===== config.mk =====
export PLATFORM = sky130hd
export DESIGN_NAME = instr_fetch
export DESIGN_NICKNAME = d
export VERILOG_FILES = /design/src/rtl/mini_cpu_pkg.sv /design/src/rtl/instr_fetch_pc_reg.sv /design/src/rtl/instr_fetch.sv
export SDC_FILE = /design/constraint.sdc
export NUM_CORES = 1
export LEC_CHECK = 0
export CORE_UTILIZATION = 53
export CTS_BUF_LIST = sky130_fd_sc_hd__clkbuf_8 sky130_fd_sc_hd__clkbuf_16
export CTS_CLUSTER_DIAMETER = 60
export DETAILED_ROUTE_END_ITERATION = 6
export PLACE_DENSITY = 0.87
export SYNTH_ARGS = -nofsm -noshare
export SYNTH_HDL_FRONTEND = slang
export SYNTH_SLANG_ARGS = --single-unit

===== constraint.sdc =====
create_clock -name clk -period 3.45 [get_ports clk]
set_input_delay 0.69 -clock clk [delete_from_list [all_inputs] [get_ports clk]]
set_output_delay 0.69 -clock clk [all_outputs]
set_load 0.05 [all_outputs]

===== src/rtl/mini_cpu_pkg.sv =====
// Shared types and constants for the mini CPU front end.
package mini_cpu_pkg;

   localparam int unsigned INSTR_BYTES = 4;
   localparam logic [31:0] NOP_INSTR   = 32'h0000_0013;

   typedef enum logic [1:0] {
      IDLE,
      FETCH,
      HOLD,
      FLUSH
   } fetch_state_t;

   typedef enum logic [1:0] {
      PC_KEEP,
      PC_INC,
      PC_TGT
   } pc_sel_t;

endpackage


===== src/rtl/instr_fetch_pc_reg.sv =====
// Fetch address register with next-PC selection.
// Targets are forced word aligned on load.
module pc_reg
   import mini_cpu_pkg::*;
#(
   parameter logic [31:0] RESET_PC = 32'h0000_0000
) (
   input  logic        clk_i,
   input  logic        rst_i,
   input  pc_sel_t     sel_i,
   input  logic [31:0] target_i,
   output logic [31:0] pc_o
);

   logic [31:0] pc_q;
   logic [31:0] pc_d;

   always_comb begin
      pc_d = pc_q;
      case (sel_i)
         PC_INC:  pc_d = pc_q + 32'(INSTR_BYTES);
         PC_TGT:  pc_d = target_i & ~32'd3;
         default: pc_d = pc_q;
      endcase
   end

   always_ff @(posedge clk_i) begin
      if (rst_i) begin
         pc_q <= RESET_PC;
      end else begin
         pc_q <= pc_d;
      end
   end

   assign pc_o = pc_q;

endmodule


===== src/rtl/instr_fetch.sv =====
// Instruction fetch stage: one outstanding imem request,
// a single-entry output holding register and a handoff counter.
module instr_fetch
   import mini_cpu_pkg::*;
#(
   parameter logic [31:0] RESET_PC = 32'h0000_0000
) (
   input  logic        clk,
   input  logic        rst,
   output logic        imem_req,
   output logic [31:0] imem_addr,
   input  logic        imem_ack,
   input  logic [31:0] imem_rdata,
   output logic [31:0] instr,
   output logic [31:0] pc,
   output logic        instr_valid,
   input  logic        instr_ready,
   input  logic        branch_taken,
   input  logic [31:0] branch_target,
   output logic [31:0] fetch_count
);

   fetch_state_t state_q, state_d;
   pc_sel_t      pc_sel;
   logic         latch;
   logic         cnt_inc;
   logic [31:0]  fetch_pc;
   logic [31:0]  req_addr_q;
   logic [31:0]  instr_q;
   logic [31:0]  pc_q;
   logic [31:0]  cnt_q;

   pc_reg #(
      .RESET_PC (RESET_PC)
   ) u_pc_reg (
      .clk_i    (clk),
      .rst_i    (rst),
      .sel_i    (pc_sel),
      .target_i (branch_target),
      .pc_o     (fetch_pc)
   );

   // Redirects win over ready and ack in every state.
   always_comb begin
      state_d = state_q;
      pc_sel  = PC_KEEP;
      latch   = 1'b0;
      cnt_inc = 1'b0;
      case (state_q)
         IDLE: begin
            state_d = FETCH;
            if (branch_taken) pc_sel = PC_TGT;
         end
         FETCH: begin
            if (branch_taken) begin
               pc_sel  = PC_TGT;
               state_d = imem_ack ? FETCH : FLUSH;
            end else if (imem_ack) begin
               latch   = 1'b1;
               state_d = HOLD;
            end
         end
         HOLD: begin
            if (branch_taken) begin
               pc_sel  = PC_TGT;
               state_d = FETCH;
            end else if (instr_ready) begin
               pc_sel  = PC_INC;
               cnt_inc = 1'b1;
               state_d = FETCH;
            end
         end
         FLUSH: begin
            if (branch_taken) pc_sel = PC_TGT;
            if (imem_ack) state_d = FETCH;
         end
         default: state_d = IDLE;
      endcase
   end

   always_ff @(posedge clk) begin
      if (rst) begin
         state_q    <= IDLE;
         req_addr_q <= RESET_PC;
         instr_q    <= NOP_INSTR;
         pc_q       <= RESET_PC;
         cnt_q      <= '0;
      end else begin
         state_q <= state_d;
         if (state_q == FETCH) req_addr_q <= fetch_pc;
         if (latch) begin
            instr_q <= imem_rdata;
            pc_q    <= fetch_pc;
         end
         if (cnt_inc) cnt_q <= cnt_q + 32'd1;
      end
   end

   // FLUSH keeps presenting the abandoned address until its ack.
   assign imem_req    = (state_q == FETCH) || (state_q == FLUSH);
   assign imem_addr   = (state_q == FLUSH) ? req_addr_q : fetch_pc;
   assign instr_valid = (state_q == HOLD);
   assign instr       = instr_valid ? instr_q : NOP_INSTR;
   assign pc          = pc_q;
   assign fetch_count = cnt_q;

endmodule


==> parameters.txt <==
Parameter                              Value

Floorplan
  IO Count    between 150 and 200
  Overall die height    119.9 microns
  Starting utilization of the core area    0.5497
  Placement row count    42
  Die X-Extent    around 120 microns
  Die area    0.01437 sq mm
  Area of the placeable core    0.01340 sq mm

CTS
  Source-to-sink clock delay at the later pin of the worst-skew pair    0.42 ns
  TritonCTS clock tree    done
  Setup bufs post-CTS    0
  Buffer type at the clock tree root    clkbuf_16
  H-tree depth    4
  Maximum count of clock buffers along a single path    2
  Inserted Clock Buffers    17
  Post-CTS resize count    0
  Clock net sink count    about 160
  Clock transition at the register clock pins on the worst setup and hold paths after CTS    approximately 0.060 ns
  Cts hold-fix bufs    0

Timing
  Final setup fails    0
  Setup repair after global routing missed its margin    no
  Max transition margin    0.1674
  Share of the cycle needed by the critical path after routing    0.8809
  Number of endpoints with negative hold slack in the final report    0
  Actual transition at the worst max-transition pin    about 1.2 ns
  Smallest hold slack    0.4495 ns
  Fin Clk Skew    0.005700 ns
  Pins over their slew limit    0
  Highest clock frequency the design can meet    about 330 MHz
  Setup TNS after final layout    0 ns
  Fin crit period    3.039 ns
  Slack of the critical path    0.4110 ns

Placement
  Buffers added on ports    between 150 and 200
  Placed Cells    1238
  Final Wtd Congestion    approximately 0.85
  Placed Instance Area    0.009134 sq mm
  Post-detail-place hpwl    12990 microns
  Pre-CTS WS    0.2922 ns

Global route
  Antenna violations before repair    0
  Overflow left after global routing    0
  Pin count of the biggest net entering global routing    99
  Aggregate global-route resource usage    0.2808
  Global-route wire length before repair    31930 microns
  Vias in the first global route    approximately 6400

Pwr
  Pwr per Cell Area    approximately 450 mW/mm^2
  Share of power burned in the clock network    0.444
  Switching Share    0.2470
  Internal power contribution    roughly 3.3 mW
  Worst voltage drop across the vdd grid    0.3605 mV
  Part of the total power dissipated in combinational logic    0.118
  LEAKAGE    roughly 3.7 nW
  Sequential group share of total power    0.438
  Final Total Pwr    4.389 mW
  Net load switching power    between 1 and 1.5 mW

Logic synthesis
  Synthesized flop and latch total    156
  Cell area after technology mapping    0.007366 sq mm
  Cell count after synthesis    between 900 and 1000
  Number of different library cells in the post-synthesis netlist    60
  Yosys warnings    0
  Fraction of the yosys area taken by sequential cells    0.4240
  Fraction of registers with async set/reset    0
  Post-synth EDFFs    0
  Most used flip-flop cell after synthesis    dfxtp_1
  Avg Inst Size Synth    around 7.9 sq um

Detailed routing
  Number of design rule violations left after detail routing    0
  Via count of the routed design    7091
  Total routed wirelength    20060 microns
  DR iter-0 viols    slightly above 600
  Wire length per cell after detailed routing    around 16 microns
  Antenna violation net count after detailed routing    0
  Number of vias per cell after detailed routing    about 5.6
  Detailed Routing Iterations Pass 1    5

Worst hold path
  Worst min path class    reg2reg

Critical path
  Worst Path Buf+Inv    1
  Cell Chain, Critical Path    nor2b_1 -> nand2b_1 -> clkdlybuf4s50_1
  Critical Path Sink Type    primary output
  Critical path class    reg2out
  CP Max Fanout    11
  Required time at the worst-slack endpoint    2.76 ns
  Arrival time at the worst endpoint    around 2.4 ns
  Crit path launch type    flip-flop
  Library cell contributing the largest single delay on the critical path    clkdlybuf4s50_1
  Largest stage delay on the critical path    ~0.73 ns
  Kind of cell adding the most delay to the critical path    simple AND/OR/NAND/NOR gates

Finish
  Share of final-layout standard cells stronger than drive strength 1    0.1419
  Final Instance Count excl. Fillers    1268
  Number of diodes    0
  Core occupancy in the finished layout    0.7275
  Final-stage net count    1153
  Final Instance Area    around 0.01 sq mm
  Area delta synth->final    32.34%

Outcome
  Status    finished clean

Run
  Total of max-cap violations    0
[worst reg2reg max path: stages, from the launching register on]
cell      delay, ns
dfxtp_1        0.42
nand2b_1       0.13
buf_4          0.36
or2_2          1.03
nand2_1        0.17
a21oi_1        0.18
[cells in the mapped netlist, types with 5 or more instances]
cell        n  area, sq um
and3_1     16        100.1
a31oi_1     7        43.79
and4_1      9        78.83
or3_1       9        56.30
o22ai_1     5        31.28
nor2_1     57        214.0
buf_2       5        25.02
nor2b_1     5        31.28
inv_1       9        33.78
and2_1     34        212.7
clkbuf_1   54        202.7
nand3_1    26        130.1
xor2_1     21        183.9
a22oi_1     5        37.54
buf_6       8        90.09
a21oi_1   124        620.6
dfxtp_1   156         3123
buf_4       7        52.55
nand2_1   211        792.0
nor3_1     10        50.05
nand2b_1    9        56.30
mux2_2     30        337.8
o21ai_0    26        130.1
nand4_1    23        143.9
[routing by layer]
metal | up-vias | global-route usage | wire length [microns]
li1 | 3472 | - | -
met1 | 3296 | 0.3732 | 8941
met2 | 288 | 0.4465 | 9337
met3 | 35 | 0.05276 | 1315
met4 | 0 | 0.1180 | 462
met5 | - | 0 | 0
[cells by family after synthesis]
logic type / Yosys count / share of synthesized area
multiplexers: 32 / 0.04858
XOR/XNOR: 24 / 0.02854
AO/OA/AOI/OAI: 191 / 0.1454
flip-flops: 156 / 0.4240
buffers and inverters: 87 / 0.05826
AND/OR/NAND/NOR: 434 / 0.2896
adder cells (fa/ha/maj): 3 / 0.005097
other: 1 / 0.0005091
[area by class of cell]
cell class                 count  area, sq um
fill                        1032         3652
clock inverter                10        147.6
timing repair buffer         209         1922
clock buffer                  20        466.7
sequential                   156         3123
inverter                       9        33.78
multi-input combinational    688         3835
tap                          176        220.2
[layout by cell type (no fill, tap or decap), drive strengths merged, types with 3 or more instances in the layout]
cell type,instances
and3,18
nand2b,9
and2,35
clkbuf,20
a22oi,5
nor3,10
bufinv,4
o21ai,26
o22ai,5
ha,3
a21oi,124
buf,78
nand3b,4
nand4,24
or2,3
dfxtp,156
conb,4
inv,11
a31oi,7
and4,9
nor4,4
mux2,30
clkdlybuf4s50,131
or3,9
nand2,211
a221oi,3
clkinv,4
nor2,57
nand3,30
a21o,3
xnor2,3
xor2,21
nor2b,5
[path summary, 6_finish.rpt]
| kind | slack, ns | start | cells after the start | to |
|---|---|---|---|---|
| min | 0.45 | instr_q[20] | 2 | instr_q[20] |
| min reg2reg | 0.45 | instr_q[20] | 2 | instr_q[20] |
| max | 0.41 | state_q[1] | 3 | instr[0] |
| max reg2reg | 1.08 | state_q[1] | 5 | instr_q[30] |
[power groups by stage]
| stage | Combinational, mW | Sequential, mW | Clock (mW) |
|---|---|---|---|
| after detailed placement | 0.510 | 1.96 | 0 |
| after global placement | 0.505 | 1.96 | 0 |
| final | 0.516 | 1.92 | 1.95 |
| after global routing | 0.550 | 1.93 | 2.06 |
| after CTS | 0.514 | 1.92 | 1.97 |
| after floorplan | 0.338 | 1.94 | 0 |
(Power assumes the default switching activity.)
